$ cat config.mk
export PLATFORM = sky130hd
export DESIGN_NAME = windowed_register_file
export DESIGN_NICKNAME = d
export VERILOG_FILES = /design/src/rtl/windowed_register_file.sv
export SDC_FILE = /design/constraint.sdc
export NUM_CORES = 2
export LEC_CHECK = 0
export CAP_MARGIN = 0
export CORE_UTILIZATION = 64
export CTS_CLUSTER_SIZE = 20
export DETAILED_ROUTE_END_ITERATION = 8
export PLACE_DENSITY = 0.81
export SYNTH_ARGS = -nofsm -noshare
export SYNTH_HDL_FRONTEND = slang
export SYNTH_SLANG_ARGS = --single-unit
$ cat constraint.sdc
create_clock -name clk -period 5.1 [get_ports clk]
set_input_delay 1.02 -clock clk [delete_from_list [all_inputs] [get_ports clk]]
set_output_delay 1.02 -clock clk [all_outputs]
set_load 0.02 [all_outputs]
$ cat src/rtl/windowed_register_file.sv
// Windowed register file: a 2^PHYS_AW-entry array seen through a 2^LOG_AW-entry window at WP.
// Storage is split into byte-lane slices; every state change happens on the falling clock edge.
module wrf_lane #(
  parameter int PHYS_AW = 6
) (
  input  logic               clk,
  input  logic               rst_n,
  input  logic               we,
  input  logic [PHYS_AW-1:0] waddr,
  input  logic [PHYS_AW-1:0] laddr,
  input  logic [PHYS_AW-1:0] raddr,
  input  logic [7:0]         wdata,
  output logic [7:0]         lout,
  output logic [7:0]         rout
);
  localparam int NREG = 1 << PHYS_AW;

  logic [NREG-1:0][7:0] mem;

  always_ff @(negedge clk or negedge rst_n) begin
    if (!rst_n)  mem        <= '0;
    else if (we) mem[waddr] <= wdata;
  end

  assign lout = mem[laddr];
  assign rout = mem[raddr];
endmodule

module windowed_register_file #(
  parameter int DATA_W  = 16,
  parameter int PHYS_AW = 6,
  parameter int LOG_AW  = 2
) (
  input  logic                  clk,
  input  logic                  rst_n,
  input  logic [DATA_W-1:0]     wdata,
  input  logic [DATA_W/8-1:0]   byte_we,
  input  logic [LOG_AW-1:0]     laddr,
  input  logic [LOG_AW-1:0]     raddr,
  input  logic                  wp_add,
  input  logic                  wp_clr,
  input  logic [PHYS_AW-1:0]    wp_imm,
  output logic [DATA_W-1:0]     lout,
  output logic [DATA_W-1:0]     rout,
  output logic [PHYS_AW-1:0]    wp_out
);
  localparam int NUM_LANES = DATA_W / 8;

  logic [PHYS_AW-1:0] wp, lphys, rphys;
  logic [NUM_LANES-1:0][7:0] wlane, llane, rlane;

  // Address sums are truncated to PHYS_AW bits, which gives the wrap past the top of the array.
  assign lphys = wp + PHYS_AW'(laddr);
  assign rphys = wp + PHYS_AW'(raddr);

  always_ff @(negedge clk or negedge rst_n) begin
    if (!rst_n)      wp <= '0;
    else if (wp_clr) wp <= '0;
    else if (wp_add) wp <= wp + wp_imm;
  end

  assign wp_out = wp;
  assign wlane  = wdata;
  assign lout   = llane;
  assign rout   = rlane;

  // The write address uses the pre-edge WP, so a write and a WP change in one edge stay independent.
  wrf_lane #(.PHYS_AW(PHYS_AW)) u_lane [NUM_LANES-1:0] (
    .clk   (clk),
    .rst_n (rst_n),
    .we    (byte_we),
    .waddr (lphys),
    .laddr (lphys),
    .raddr (rphys),
    .wdata (wlane),
    .lout  (llane),
    .rout  (rlane)
  );
endmodule

; Yosys cells after proc, flatten, opt, wreduce, memory -nomap -nowiden
; Index checks and enable logic that the tools add are counted.
[totals]
romBits = 0
latch_bits = 0
output_inout_bits = 38
in_bits = 32
ff_bits = 1030
mem_count = 0
word_cells = 151
mem_bits_rw = 0
[op_classes]
n_reduce_logical = 2
order_cmp = 3
n_mux = 14
n_div = 0
shift = 0
addsub = 3
bitwise_logic = 0
mul = 0
eq_ne = 0
[ops]
columns = operator, n
row1 = 512-bit bitwise mux, 2
row2 = 8-bit binary-select mux with 6-bit select, 4
row3 = 8-bit demux with 6-bit select, 1
row4 = 8-bit 2-to-1 mux, 5
row5 = "6-bit by 7-bit less-than comparator with 1-bit output, second input constant", 2
row6 = 6-bit by 2-bit adder with 6-bit output, 2
row7 = 6-bit 2-to-1 mux, 2
row8 = 6-bit adder, 1
row9 = "6-bit by 1-bit >= comparator with 1-bit output, second input constant", 1
row10 = 2-bit nonzero test, 1
row11 = 1-bit logical AND, 1

; Depth between registers and ports, before layout
[logic_depth]
depth_word = 6
depth_mapped = 10
depth_no_buf = 9

; Modules after synthesis
; From an unflattened synthesis, not the netlist that was laid out.
[unflattened]
cells_unflattened = 3694
hier_area_um2 = 55460.7
[by_module_without_submodules]
columns = mod, seq_area_each_um2, area_per_inst_um2, n_inst, cells_per_inst
row1 = wrf_lane, 12812.3, 27403.8, 2, 1814
row2 = windowed_register_file, 150.1, 653.1, 1, 66

==> key figures <==
Global routing
  – Grt ovf: 0
  – First-pass GRT wire length: 271 mm
  – Vias in the first global route: 41200
  – Initial antenna violation count: 0
  – Largest net degree at the start of global routing: 97
  – Tot GR Track Use: 42.7%

Final layout
  – Storage cell area: 0.0258 sq mm
  – Fill count: 3980
  – Share of layout cells above drive strength 1: 67.8%
  – Layout Utilization: 82.6%
  – P&R area growth vs syn: 27.5%
  – # nets final: 4072
  – ANT cells: 0
  – Footprint of the multi-input gates: 0.0298 sq mm

Power and ir drop
  – Peak supply drop: 556 uV
  – P_leak: 31.7 nW
  – Total power: 32.2 mW
  – Pwr dens: 457 mW/mm^2

Synth
  – Seq cells post-synth: 1030
  – Cell Area, Synth: 0.0552 sq mm
  – Synth cell count leaders: dfrtn_1 (1030), mux2_2 (1022), mux4_2 (576), clkbuf_1 (185), mux2i_1 (131)
  – Post-synth EDFFs: 0
  – Synth top area cells: dfrtn_1 (47%), mux4_2 (23%), mux2_2 (21%)
  – Syn_nets: 3469
  – Most frequent cell after synthesis: dfrtn_1
  – Synth unique cells: 49
  – Synthesized area per cell: 16.1 sq um
  – Post-synthesis async set-or-reset flop share: 100%
  – Synth Flop Type: dfrtn_1
  – Share of Yosys cell area claimed by the top area cell type: 46.7%
  – Syn Inst Count: 3425
  – Yosys synthesis warning count: 0
  – Post-synth top area cell: dfrtn_1
  – Post-synthesis sequential area ratio: 46.7%

Die
  – IO Pins: 70
  – Die span in x: 296 um
  – Core area: 0.0853 sq mm
  – FP Rows: 107
  – Height of the die: 296 um
  – Starting Density: 64.7%
  – Die area: 0.0874 sq mm

Critical path
  – R2R cell count: 15
  – Setup CP Type: flip-flop to output port
  – FF-to-FF Start: wp_out[0]
  – Worst Path Arrival: 6730 ps
  – CP max FO: 5
  – Critical path required time: 4080 ps
  – Crit end category: output port
  – Startpoint Class: flip-flop
  – Reg-to-reg setup timing slack: 1300 ps
  – FF-to-FF End: u_lane[1].mem[242]

Status
  – Violated checks: setup timing
  – Outcome: finished, violations left

Timing
  – Worst Tran Pin Value: 1360 ps
  – Slew margin rel.: 9.58%
  – Final Skew: 21.9 ps
  – Setup violations, final: 1062
  – Slew Limit Fails: 0
  – Worst setup margin: -2650 ps
  – Final hold violation count: 0
  – RSZ-0062 raised after global routing: true

Clock network
  – CTS Sinks: 1030
  – Clk pin slew, worst setup/hold paths: 40 ps
  – # H-tree levels: 3
  – Max clock buf depth: 3
  – CTS Root Cell: clkbuf_16
  – TritonCTS buffer count: 106
  – CTS tree: done
  – Clk Latency, worst-skew pair: 650 ps

Detailed routing
  – Routed wire length: 185 mm
  – DR WL/cell: 35.1 um
  – DRT iter0 DRCs: 3971
  – Iteration count of the initial detailed-routing pass: 5
  – Vias per cell: 7.33
  – Number of remaining DRC errors: 0
  – DR vias: 38500
  – ANT nets after route: 0

Min path
  – HP Start: u_lane[0].mem[23]
  – Worst Hold End: u_lane[0].mem[23]
  – HP Class: flip-flop to flip-flop
  – Worst Hold Path Cells: 1

Placement
  – Port Buf Inserts: 69
  – Dpl hpwl: 115 mm
  – Routability congestion estimate: 0.990

Run
  – Max-cap viol count: 0
[cell type report]
| cell class | count | share of cell area (%) |
|---|---|---|
| tap | 1144 | 2.03 |
| timing repair buffer | 786 | 13.9 |
| clock inverter | 40 | 0.650 |
| clock buffer | 155 | 4.50 |
| sequential | 1030 | 36.6 |
| inverter | 5 | 0.0267 |
| multi-input combinational | 2099 | 42.3 |
[worst max path at each step]
stage | from | endpoint | slack [ps] | cells after the start
floorplan | wp_out[0] | rout[0] | -1190 | 8
global placement | wp_out[0] | lout[8] | -2330 | 10
detailed placement | wp_out[0] | lout[8] | -2340 | 10
CTS | wp_out[0] | lout[9] | -2580 | 10
global route | wp_out[0] | rout[9] | -2650 | 12
finish | wp_out[0] | rout[9] | -2650 | 12
[registers in the layout, summed over array words and instances (netlist names)]
signal,flops
u_lane.mem,1024
wp_out,6
[power breakdown]
group          internal (mW)  switching (mW)
logic                   6.82            5.27
clock network           4.71            3.42
registers               10.3            1.64
total                   21.9            10.3
[cells in the final DEF (no fill, tap or decap), types with 15 or more instances in the layout]
master	instances
dfrtn_1	1030
buf_16	25
clkdlybuf4s50_1	18
clkbuf_16	117
buf_2	16
o22ai_1	33
buf_4	408
nand2_4	21
clkinv_2	22
mux2i_1	102
mux2i_4	15
clkbuf_1	19
o22ai_2	20
buf_6	68
nor2_2	15
mux2_4	74
nor2_4	37
or4_4	15
clkbuf_8	27
a22oi_2	31
nand2_1	48
nand2_2	30
buf_12	229
mux2_2	951
mux4_2	576
[worst max-delay path, stage by stage, from the launching register on]
cell     delay [ps]
dfrtn_1         390
buf_4           160
ha_4            150
fa_4            830
buf_6           180
buf_12          160
buf_12          130
mux4_2          330
mux4_2          550
a22oi_2         270
buf_6           150
nand2_2          50
buf_6           130
[metrics by stage]
stage | area, sq um | hold WS, ps | setup TNS, ps | instances | setup WS [ps]
finish | 70400 | 470 | -1082190 | 5259 | -2650
global route | 70400 | 480 | -1139610 | 5259 | -2650
CTS | 69400 | 470 | -1137770 | 5221 | -2580
detailed placement | 63700 | 469 | -1845190 | 4949 | -2340
global placement | 63700 | 459 | -1822880 | 4949 | -2330
floorplan | 56200 | 451 | -792110 | 3425 | -1190
[cells by family (layout without fill, tap and decap cells)]
kind of cell    after synthesis  after routing  synth area share, %
fa+ha+maj                    12             12                0.313
xor+xnor                     13             13                0.233
flops                      1030           1030                 46.7
buf+inv                     296            986                 2.16
simple gates                228            228                 2.44
mux                        1732           1732                 46.8
compound gates              114            114                 1.38
[what timing repair did]
action                     in CTS  in global routing
hold buffers                    0                  0
setup endpoints to repair    1062               1062
gates cloned                   25                  9
resized for setup             352                124
setup buffers                  55                 38
pin swaps                      35                 37
[layer usage]
| layer | share of wire (%) | up-vias | GRT usage [%] |
|---|---|---|---|
| li1 | - | 14700 | - |
| met5 | 0 | - | 0 |
| met3 | 9.5 | 826 | 10.2 |
| met2 | 48 | 2691 | 67.3 |
| met4 | 8.5 | 0 | 29.8 |
| met1 | 34 | 20300 | 52.6 |
Note: power is estimated with default switching activity, not from simulation.
